## config.mk

```make
export PLATFORM = sky130hd
export DESIGN_NAME = mem_lsu_port
export DESIGN_NICKNAME = d
export VERILOG_FILES = /design/src/rtl/lsu_pkg.sv /design/src/rtl/lsu_align.sv /design/src/rtl/mem_lsu_port.sv
export SDC_FILE = /design/constraint.sdc
export NUM_CORES = 1
export LEC_CHECK = 0
export CELL_PAD_IN_SITES_DETAIL_PLACEMENT = 2
export CELL_PAD_IN_SITES_GLOBAL_PLACEMENT = 2
export CORE_MARGIN = 2
export CORE_UTILIZATION = 24
export CTS_CLUSTER_DIAMETER = 30
export DETAILED_ROUTE_END_ITERATION = 6
export GPL_ROUTABILITY_DRIVEN = 0
export PLACE_DENSITY = 0.86
export SLEW_MARGIN = 20
export SYNTH_ARGS = -nofsm -noshare
export SYNTH_HDL_FRONTEND = slang
export SYNTH_SLANG_ARGS = --single-unit
```

## constraint.sdc

```tcl
create_clock -name clock -period 6.64 [get_ports clock]
set_clock_uncertainty 0.2 [all_clocks]
set_input_delay 1.992 -clock clock [delete_from_list [all_inputs] [get_ports clock]]
set_output_delay 1.992 -clock clock [all_outputs]
set_load 0.005 [all_outputs]
```

## src/rtl/lsu_pkg.sv

```systemverilog
// Shared definitions for the NPC load/store port: size codes, FSM states and
// the latched request record.
package lsu_pkg;

    localparam logic [1:0] SZ_B   = 2'd0;
    localparam logic [1:0] SZ_H   = 2'd1;
    localparam logic [1:0] SZ_W   = 2'd2;
    localparam logic [1:0] SZ_ILL = 2'd3;

    typedef enum logic [1:0] {
        S_IDLE = 2'd0,
        S_REQ  = 2'd1,
        S_WAIT = 2'd2,
        S_RESP = 2'd3
    } lsu_state_t;

    typedef struct packed {
        logic        store;
        logic [31:0] addr;
        logic [1:0]  size;
        logic        is_unsigned;
        logic [31:0] wdata;
    } lsu_req_t;

endpackage

```

## src/rtl/lsu_align.sv

```systemverilog
// Combinational byte-lane logic: misalignment check, write mask and data shift,
// and load-data extraction with sign/zero extension.
module lsu_align
    import lsu_pkg::*;
(
    input  logic [1:0]  addr_lo,
    input  logic [1:0]  size,
    input  logic        is_unsigned,
    input  logic [31:0] wdata,
    input  logic [31:0] rdata,
    output logic        misalign,
    output logic [7:0]  wmask,
    output logic [31:0] wdata_sh,
    output logic [31:0] load_data
);

    logic [2:0]  nbytes;
    logic [4:0]  shamt;
    logic [31:0] rdata_sh;

    assign shamt    = {addr_lo, 3'b000};
    assign wdata_sh = wdata << shamt;
    assign rdata_sh = rdata >> shamt;

    always_comb begin
        misalign = 1'b0;
        nbytes   = 3'd0;
        case (size)
            SZ_B: nbytes = 3'd1;
            SZ_H: begin
                nbytes   = 3'd2;
                misalign = addr_lo[0];
            end
            SZ_W: begin
                nbytes   = 3'd4;
                misalign = (addr_lo != 2'b00);
            end
            default: misalign = 1'b1;
        endcase
    end

    // A lane is enabled when it falls inside [offset, offset + nbytes);
    // the upper four mask bits exist only for controller compatibility.
    genvar gi;
    generate
        for (gi = 0; gi < 8; gi++) begin : g_mask
            if (gi < 4) begin : g_lane
                assign wmask[gi] = ({1'b0, addr_lo} <= 3'(gi)) &&
                                   (3'(gi) < ({1'b0, addr_lo} + nbytes));
            end else begin : g_pad
                assign wmask[gi] = 1'b0;
            end
        end
    endgenerate

    always_comb begin
        load_data = rdata_sh;
        case (size)
            SZ_B: load_data = is_unsigned ? {24'd0, rdata_sh[7:0]}
                                          : {{24{rdata_sh[7]}}, rdata_sh[7:0]};
            SZ_H: load_data = is_unsigned ? {16'd0, rdata_sh[15:0]}
                                          : {{16{rdata_sh[15]}}, rdata_sh[15:0]};
            default: load_data = rdata_sh;
        endcase
    end

endmodule

```

## src/rtl/mem_lsu_port.sv

```systemverilog
// Load/store initiator port: one outstanding access, valid/ready towards the
// memory controller, timeout-guarded wait for the response.
module mem_lsu_port
    import lsu_pkg::*;
#(
    parameter int TIMEOUT_CYC = 255
) (
    input  logic        clock,
    input  logic        reset,
    input  logic        req_valid,
    output logic        req_ready,
    input  logic        req_store,
    input  logic [31:0] req_addr,
    input  logic [1:0]  req_size,
    input  logic        req_unsigned,
    input  logic [31:0] req_wdata,
    output logic        mem_valid,
    input  logic        mem_ready,
    output logic [31:0] mem_addr,
    output logic        mem_wen,
    output logic [31:0] mem_wdata,
    output logic [7:0]  mem_wmask,
    input  logic        mem_rvalid,
    input  logic [31:0] mem_rdata,
    output logic        resp_valid,
    input  logic        resp_ready,
    output logic [31:0] resp_rdata,
    output logic        resp_err
);

    localparam int CW = (TIMEOUT_CYC < 2) ? 1 : $clog2(TIMEOUT_CYC + 1);

    lsu_state_t    state_reg, state_next;
    lsu_req_t      req_reg, req_next, req_in;
    logic [CW-1:0] cnt_reg, cnt_next;
    logic [31:0]   rdata_reg, rdata_next;
    logic          err_reg, err_next;
    logic          ready_reg;

    logic [1:0]    sel_addr_lo;
    logic [1:0]    sel_size;
    logic          sel_unsigned;
    logic [31:0]   sel_wdata;
    logic          al_misalign;
    logic [7:0]    al_wmask;
    logic [31:0]   al_wdata;
    logic [31:0]   al_load;
    logic          accept;

    assign req_in = '{store:       req_store,
                      addr:        req_addr,
                      size:        req_size,
                      is_unsigned: req_unsigned,
                      wdata:       req_wdata};

    // In IDLE the aligner sees the incoming request so the misalignment
    // decision is made at acceptance; afterwards it works on the latched copy.
    always_comb begin
        if (state_reg == S_IDLE) begin
            sel_addr_lo  = req_addr[1:0];
            sel_size     = req_size;
            sel_unsigned = req_unsigned;
            sel_wdata    = req_wdata;
        end else begin
            sel_addr_lo  = req_reg.addr[1:0];
            sel_size     = req_reg.size;
            sel_unsigned = req_reg.is_unsigned;
            sel_wdata    = req_reg.wdata;
        end
    end

    lsu_align u_align (
        .addr_lo     (sel_addr_lo),
        .size        (sel_size),
        .is_unsigned (sel_unsigned),
        .wdata       (sel_wdata),
        .rdata       (mem_rdata),
        .misalign    (al_misalign),
        .wmask       (al_wmask),
        .wdata_sh    (al_wdata),
        .load_data   (al_load)
    );

    assign accept = req_valid && ready_reg;

    always_comb begin
        state_next = state_reg;
        req_next   = req_reg;
        cnt_next   = cnt_reg;
        rdata_next = rdata_reg;
        err_next   = err_reg;
        case (state_reg)
            S_IDLE: begin
                if (accept) begin
                    req_next = req_in;
                    if (al_misalign) begin
                        state_next = S_RESP;
                        err_next   = 1'b1;
                        rdata_next = '0;
                    end else begin
                        state_next = S_REQ;
                    end
                end
            end
            S_REQ: begin
                if (mem_ready) begin
                    state_next = S_WAIT;
                    cnt_next   = '0;
                end
            end
            S_WAIT: begin
                if (mem_rvalid) begin
                    state_next = S_RESP;
                    err_next   = 1'b0;
                    rdata_next = req_reg.store ? 32'd0 : al_load;
                end else if (cnt_reg == CW'(TIMEOUT_CYC - 1)) begin
                    state_next = S_RESP;
                    err_next   = 1'b1;
                    rdata_next = '0;
                end else begin
                    cnt_next = cnt_reg + CW'(1);
                end
            end
            S_RESP: begin
                if (resp_ready) begin
                    state_next = S_IDLE;
                    err_next   = 1'b0;
                    rdata_next = '0;
                end
            end
            default: state_next = S_IDLE;
        endcase
    end

    always_ff @(posedge clock) begin
        if (!reset) begin
            state_reg <= S_IDLE;
            req_reg   <= '0;
            cnt_reg   <= '0;
            rdata_reg <= '0;
            err_reg   <= 1'b0;
            ready_reg <= 1'b0;
        end else begin
            state_reg <= state_next;
            req_reg   <= req_next;
            cnt_reg   <= cnt_next;
            rdata_reg <= rdata_next;
            err_reg   <= err_next;
            ready_reg <= (state_next == S_IDLE);
        end
    end

    // Memory-side outputs are driven only while a request is on the bus.
    assign req_ready  = ready_reg;
    assign mem_valid  = (state_reg == S_REQ);
    assign mem_addr   = mem_valid ? {req_reg.addr[31:2], 2'b00} : 32'd0;
    assign mem_wen    = mem_valid && req_reg.store;
    assign mem_wdata  = mem_wen ? al_wdata : 32'd0;
    assign mem_wmask  = mem_valid ? al_wmask : 8'd0;
    assign resp_valid = (state_reg == S_RESP);
    assign resp_rdata = rdata_reg;
    assign resp_err   = err_reg;

endmodule

```

==> results of run 1 <==
## cells by family after synthesis
logic type,Yosys count
adder cells (fa/ha/maj),3
other,1
multiplexers,46
AO/OA/AOI/OAI,196
buffers and inverters,69
flip-flops,112
AND/OR/NAND/NOR,347
XOR/XNOR,8
## Yosys cell counts, drive strengths merged, types with 2 or more instances
| master | count | share of area, % |
|---|---|---|
| xnor2 | 2 | 0.30 |
| and2 | 37 | 4.0 |
| nor3 | 4 | 0.34 |
| mux2 | 17 | 3.3 |
| nor2 | 55 | 3.7 |
| a31oi | 9 | 0.96 |
| or4 | 2 | 0.26 |
| o22ai | 8 | 0.86 |
| nand4 | 5 | 0.53 |
| mux2i | 29 | 5.0 |
| a21oi | 110 | 9.4 |
| buf | 18 | 2.1 |
| nor2b | 3 | 0.32 |
| nand2 | 224 | 14 |
| a22o | 10 | 1.5 |
| o21ai | 28 | 3.2 |
| clkbuf | 45 | 2.9 |
| o211ai | 9 | 1.2 |
| nand3 | 5 | 0.43 |
| xor2 | 6 | 0.90 |
| dfxtp | 112 | 38 |
| nand2b | 4 | 0.43 |
| ha | 2 | 0.43 |
| a2111oi | 2 | 0.62 |
| a211oi | 13 | 1.8 |
| o31ai | 2 | 0.34 |
| inv | 6 | 0.38 |
## metrics by stage
stage,setup TNS (ps),hold slack (ps)
3_3_place_gp,-458,236
3_5_place_dp,-634,252
6_report,0,256
2_1_floorplan,0,232
4_1_cts,0,262
5_1_grt,0,281
## worst register-to-register path, cell delays in order, from the launching register on
cell and delay, ps:
dfxtp_1 430, or3b_4 430, buf_4 150, nand2_4 150, buf_4 270, mux2i_1 420, a2111oi_4 160, o21ai_4 530
o21ai_0 190
## path summary, 6_finish.rpt
check	start	endpoint	slack, ps
worst min-delay path	req_reg[41]	req_reg[41]	260
worst min register to register	req_reg[41]	req_reg[41]	260
worst max register to register	state_reg[1]	resp_rdata[18]	3570
worst max-delay path	req_addr[0]	mem_wmask[0]	130
## power by group through the flow
stage	Combinational [mW]	Sequential (mW)	Clock (mW)
2_1_floorplan	0.659	0.816	0
3_3_place_gp	1.06	0.843	0
3_5_place_dp	1.09	0.848	0
4_1_cts	1.12	0.833	0.545
5_1_grt	1.22	0.843	0.569
6_report	1.11	0.831	0.525
## cells in the final DEF, fill, tap and decap left out, types with 10 or more instances in the layout
cell type | netlist | final
nand2_1 | 223 | 223
clkdlybuf4s50_1 | 0 | 205
dfxtp_1 | 112 | 112
a21oi_1 | 110 | 110
nor2_1 | 54 | 51
and2_1 | 37 | 36
buf_4 | 7 | 32
mux2i_1 | 29 | 28
mux2_2 | 17 | 17
o21ai_0 | 14 | 12
a211oi_1 | 11 | 11
a22o_1 | 10 | 10
## final cells by class
| type | count | area (um2) |
|---|---|---|
| fillers | 2833 | 15500 |
| multi-input cells | 606 | 3370 |
| repair buffers | 240 | 2320 |
| flip-flops and latches | 112 | 2240 |
| well taps | 324 | 405 |
| clock buffers | 11 | 243 |
| inverters | 6 | 22.5 |
| clock inverters | 3 | 20.0 |
| diodes | 1 | 2.50 |
## layer usage
| metal | wire (um) | vias up | GRT usage (%) |
|---|---|---|---|
| met5 | 0 | - | 0 |
| met2 | 12600 | 170 | 35.2 |
| li1 | - | 3013 | - |
| met4 | 544 | 0 | 5.41 |
| met1 | 10300 | 3099 | 22.0 |
| met3 | 1390 | 26 | 5.01 |
## timing repair
| action | CTS | global route |
|---|---|---|
| endpoints found under the setup margin | 3 | 3 |
| setup buffers | 2 | 0 |
| pin swaps | 4 | 2 |
| resized for setup | 11 | 2 |
==> impl_metrics.tcl, run 1 <==
set metrics [dict create \
    slew-limit-headroom_pct 35.7 \
    vias 6308 \
    pwr-share-clk_pct 21.3 \
    syn_area_um2 5850 \
    die_area_um2 25700 \
    arrival_ps 4310 \
    worstMarginPinSlew_ps 964 \
    status "finished clean" \
    setup_viol 0 \
    fp.dieW_um 160 \
    drv_cap 0 \
    power_frac_seq_pct 33.8 \
    io_buffers 208 \
    path_cells "clkdlybuf4s50_1 > or3b_4 > and2_4 > nor2_4 > fa_2 > xnor2_2 > nor2_2 > a2111oi_2 > buf_4 > dlygate4sd2_1" \
    fmax_ghz 0.154 \
    seq_area_frac_synth_pct 38.3 \
    leakage_nw 3.08 \
    avgRoutedWirePerCell_um 19.1 \
    cts.sinks 112 \
    path_delay_family "buffers and inverters" \
    placed_cells 1286 \
    ys_async_sr_fraction_pct 0 \
    drv_slew 0 \
    drc_errors 0 \
    synth_compound_area_share_pct 20.5 \
    min_path_type "flip-flop to flip-flop" \
    cts_root_buffer "clkbuf_16" \
    finalPower_mw 2.46 \
    dpl.hpwl_um 18500 \
    switching_power_mw 1.00 \
    critPathLaunchType "primary input" \
    overflow 0 \
    ios 215 \
    cp-end-kind "primary output" \
    dr.pass1.iters 4 \
    worstSetupPathType "primary input to primary output" \
    clock_path_buffers 2 \
    postRouteAntennaNets 0 \
    final_util_pct 35.8 \
    timing.final.hold_violations 0 \
    p_sw_share_pct 40.6 \
    crit_buf_inv 3 \
    p_int_mw 1.46 \
    cellPowerDensity_nw_per_um2 285 \
    grt_pass1_vias 6973 \
    initial_core_util_pct 24.3 \
    antenna_found_initial 1 \
    required_ps 4450 \
    clock_latency_ps 360 \
    synthDistinctLibCells 54 \
    worst_slack_ps 134 \
    coreArea_um2 24100 \
    grt_pass1_wl_um 38800 \
    synth_fa_ha_area_share_pct 0.770 \
    vias_per_cell 4.84 \
    numCtsBuffers 9 \
    num_rows 57 \
    power_frac_comb_pct 44.9 \
    critPathMaxStageDelay_ps 480 \
    cp_max_fo 2 \
    pre_cts_ws_ps -312 \
    postSynthCellCount 782 \
    ir_drop_uv 102 \
    clkTransAtPathRegs_ps 80 \
    yosys_warnings 0 \
    synth_top_family_by_area "simple AND/OR/NAND/NOR gates" \
    synth_xor_area_share_pct 1.20 \
    ys.flop_type "dfxtp_1" \
    synth-seq-cells 112 \
    gr-usage-all-layers_pct 19.2 \
    drt_iter0_markers 208 \
    syn_avg_cell_area_um2 7.48 \
    rr_worst_depth 8 \
    fin_area_um2 8620 \
    cts_htree_levels 3 \
    largest_reg_flops 68 \
    instances_no_fill 1303 \
    fin_crit_ps 6510 \
    worstHoldPathCells 2 \
    grt_max_degree 56 \
    rsz0062_at_grt "false" \
    dieHeight_um 160 \
    timing.final.crit_share_pct 98.0 \
    synth_edf_count 0 \
    flow.area_growth_from_synthesis_pct 47.3 \
    cts.hold.buffers_added 0 \
    tritoncts "done" \
    wl_um 24900 \
    drive_gt1_share_pct 9.51 \
    critPathSlowestCell "clkdlybuf4s50_1" \
    final_nets 1084 \
    placed_cell_area_um2 8320 \
    synth_mux_area_share_pct 8.23 \
    synth-simple-area-share_pct 25.6 \
    crit_cells 10 \
]
No activity file was read; power rests on OpenSTA's default activity.
==> run 2, diff against run 1 <==
--- a/config.mk
+++ b/config.mk
@@ -13,6 +13,7 @@
 export DETAILED_ROUTE_END_ITERATION = 6
 export GPL_ROUTABILITY_DRIVEN = 0
 export PLACE_DENSITY = 0.86
+export SKIP_LAST_GASP = 1
 export SLEW_MARGIN = 20
 export SYNTH_ARGS = -nofsm -noshare
 export SYNTH_HDL_FRONTEND = slang
==> results of run 2 <==
Final layout, timing and power as in run 1 (identical DEF).
==> RTL edit (flow settings as in run 2) <==
`rdata_reg` no longer has a reset.
--- a/src/rtl/mem_lsu_port.sv
+++ b/src/rtl/mem_lsu_port.sv
@@ -137,17 +137,19 @@
             state_reg <= S_IDLE;
             req_reg   <= '0;
             cnt_reg   <= '0;
-            rdata_reg <= '0;
             err_reg   <= 1'b0;
             ready_reg <= 1'b0;
         end else begin
             state_reg <= state_next;
             req_reg   <= req_next;
             cnt_reg   <= cnt_next;
-            rdata_reg <= rdata_next;
             err_reg   <= err_next;
             ready_reg <= (state_next == S_IDLE);
         end
+    end
+
+    always_ff @(posedge clock) begin
+        rdata_reg <= rdata_next;
     end
 
     // Memory-side outputs are driven only while a request is on the bus.
Formal check against the unedited RTL: not equivalent (Yosys sat finds a counterexample within 10 cycles, from zero or initial values and one cycle with reset low; the reset may be asserted at any time).
==> RTL edit against run 2 <==
Sequential cell count is the same. Register-to-register slack lost 0.59 ns. Synthesized area grew 5.4%. Worst setup slack lost 0.033 ns. Total power shrank 17%. Count of clock-buffer cells in the layout shrank 1. Final area grew 3.3%. Routed wire length shrank 1.2%. Critical path type unchanged. Critical endpoint unchanged. Largest cell class unchanged.
==> RTL edit: results (changes against run 2) <==
status=finished clean; CLK BUF=10 (-1); Reg2Reg Capture Point=resp_rdata[12]; initial drt markers=198 (-4.8%); yosys warns=0 (unchanged); area of the multi-input gates=3350 um^2 (-0.71%); first-pass GRT wire length=38.2 mm (-1.6%); share of cells above drive strength 1=7.30% (-2.2 points); vias=6,168 (-2.2%); worst r2r path cells=6 (-2); Cell Area, Synth=6170 um^2 (+5.4%); total track usage=18.4% (-0.86 points); Signal inverters=13 (+7); final non-filler cell total=1,262 (-3.1%); multi-input combinational area share=37.5% (-1.5 points); port bufs=208 (unchanged); Worst VDD drop=0.119 mV (+17%); P_leak=0.00318 uW (+3.3%); crit path DAT=4.35 ns (+0.04 ns); critical path endpoint=mem_wmask[0]; most frequent cells after synthesis=nand2_1, dfxtp_1, a21boi_0; Clock Tree Buf Depth=2 (unchanged); multi-input gates=560 (-7.6%); placed insts=1,243 (-3.3%); hold path start=req_reg[54]; Sw Ratio=33.4% (-7.2 points); vias in the first global route=6,703 (-3.9%); Crit path max-delay family=buffers and inverters; CTS clk-pin slew, worst paths=0.07 ns; Power Total=2040 uW (-17%); Netlist cell types=58 (+7.4%); Seq area share=28.8% (+2.8 points); Worst-Margin Slew=0.883 ns (-0.0818 ns); dpl ws=-0.754 ns (-0.442 ns); Synth Flop Type=dfxtp_1; worst r2r src=state_reg[0]; ClkCell Share=3.43% (+0.38 points); non-clk buf share=25.0% (-1.8 points); Wirelength per Cell=19.5 um (+2.0%); Post-CTS Setup Bufs=1 (-1); Critical path origin=req_addr[1]; #FFs+latches synth=112 (unchanged); flop2flop setup slack=2.98 ns (-0.59 ns); post-detail-place hpwl=18.1 mm (-2.6%); Clk network pwr share=28.4% (+7.1 points); Filler cells=2,804 (-1.0%); Area after DPL=8550 um^2 (+2.8%); Hold WS=0.257 ns (+0.000670 ns); Gate power share=31.0% (-14 points); Post-Syn Area per Cell=8.27 um^2 (+11%); Final Net Count=1,036 (-4.4%); fin worst setup slack=0.100 ns (-0.0333 ns); initial antenna violation count=2 (+1); bufs w/o clock=230 (-4.2%); largest net degree at the start of global routing=52 (-7.1%); synth top area cells=dfxtp_1, edfxtp_1, nand2_1; WHS Endpoint=req_reg[54]; post-cts repair resize count=13 (+2); sequential-to-total area share from yosys stat=41.5% (+3.2 points); Post-synth EDFFs=32 (+32)
RTL edit: cell count changes after synthesis, moves of 8 or more:
cell	before	now
a31oi_1	9	20
o21ai_2	9	0
inv_1	4	12
dfxtp_1	112	80
o211ai_1	9	1
a21boi_0	1	66
a21oi_1	110	27
nor2_1	54	32
mux2_2	17	8
a22o_1	10	0
nand2_1	223	207
and3_1	1	17
edfxtp_1	0	32
RTL edit: cells by family (layout without fill, tap and decap cells):
kind of cell	after synthesis	count (layout)	synth area share (%)
muxes	41	41	7.02
buffers and inverters	79	259	5.70
DFF	112	112	41.5
adders and majority gates	4	4	0.933
AOI/OAI and AO/OA	176	176	20.2
and+or+nand+nor	326	326	23.6
xor gates and xnor gates	7	7	0.994
other	1	7	0.0608
RTL edit: metal layers:
metal	vias to the layer above	wire [um]	track usage, %
met5	-	13	0
met4	2	684	6.62
met3	36	1710	5.63
met2	184	12000	32.0
met1	3043	10200	21.2
li1	2903	-	-
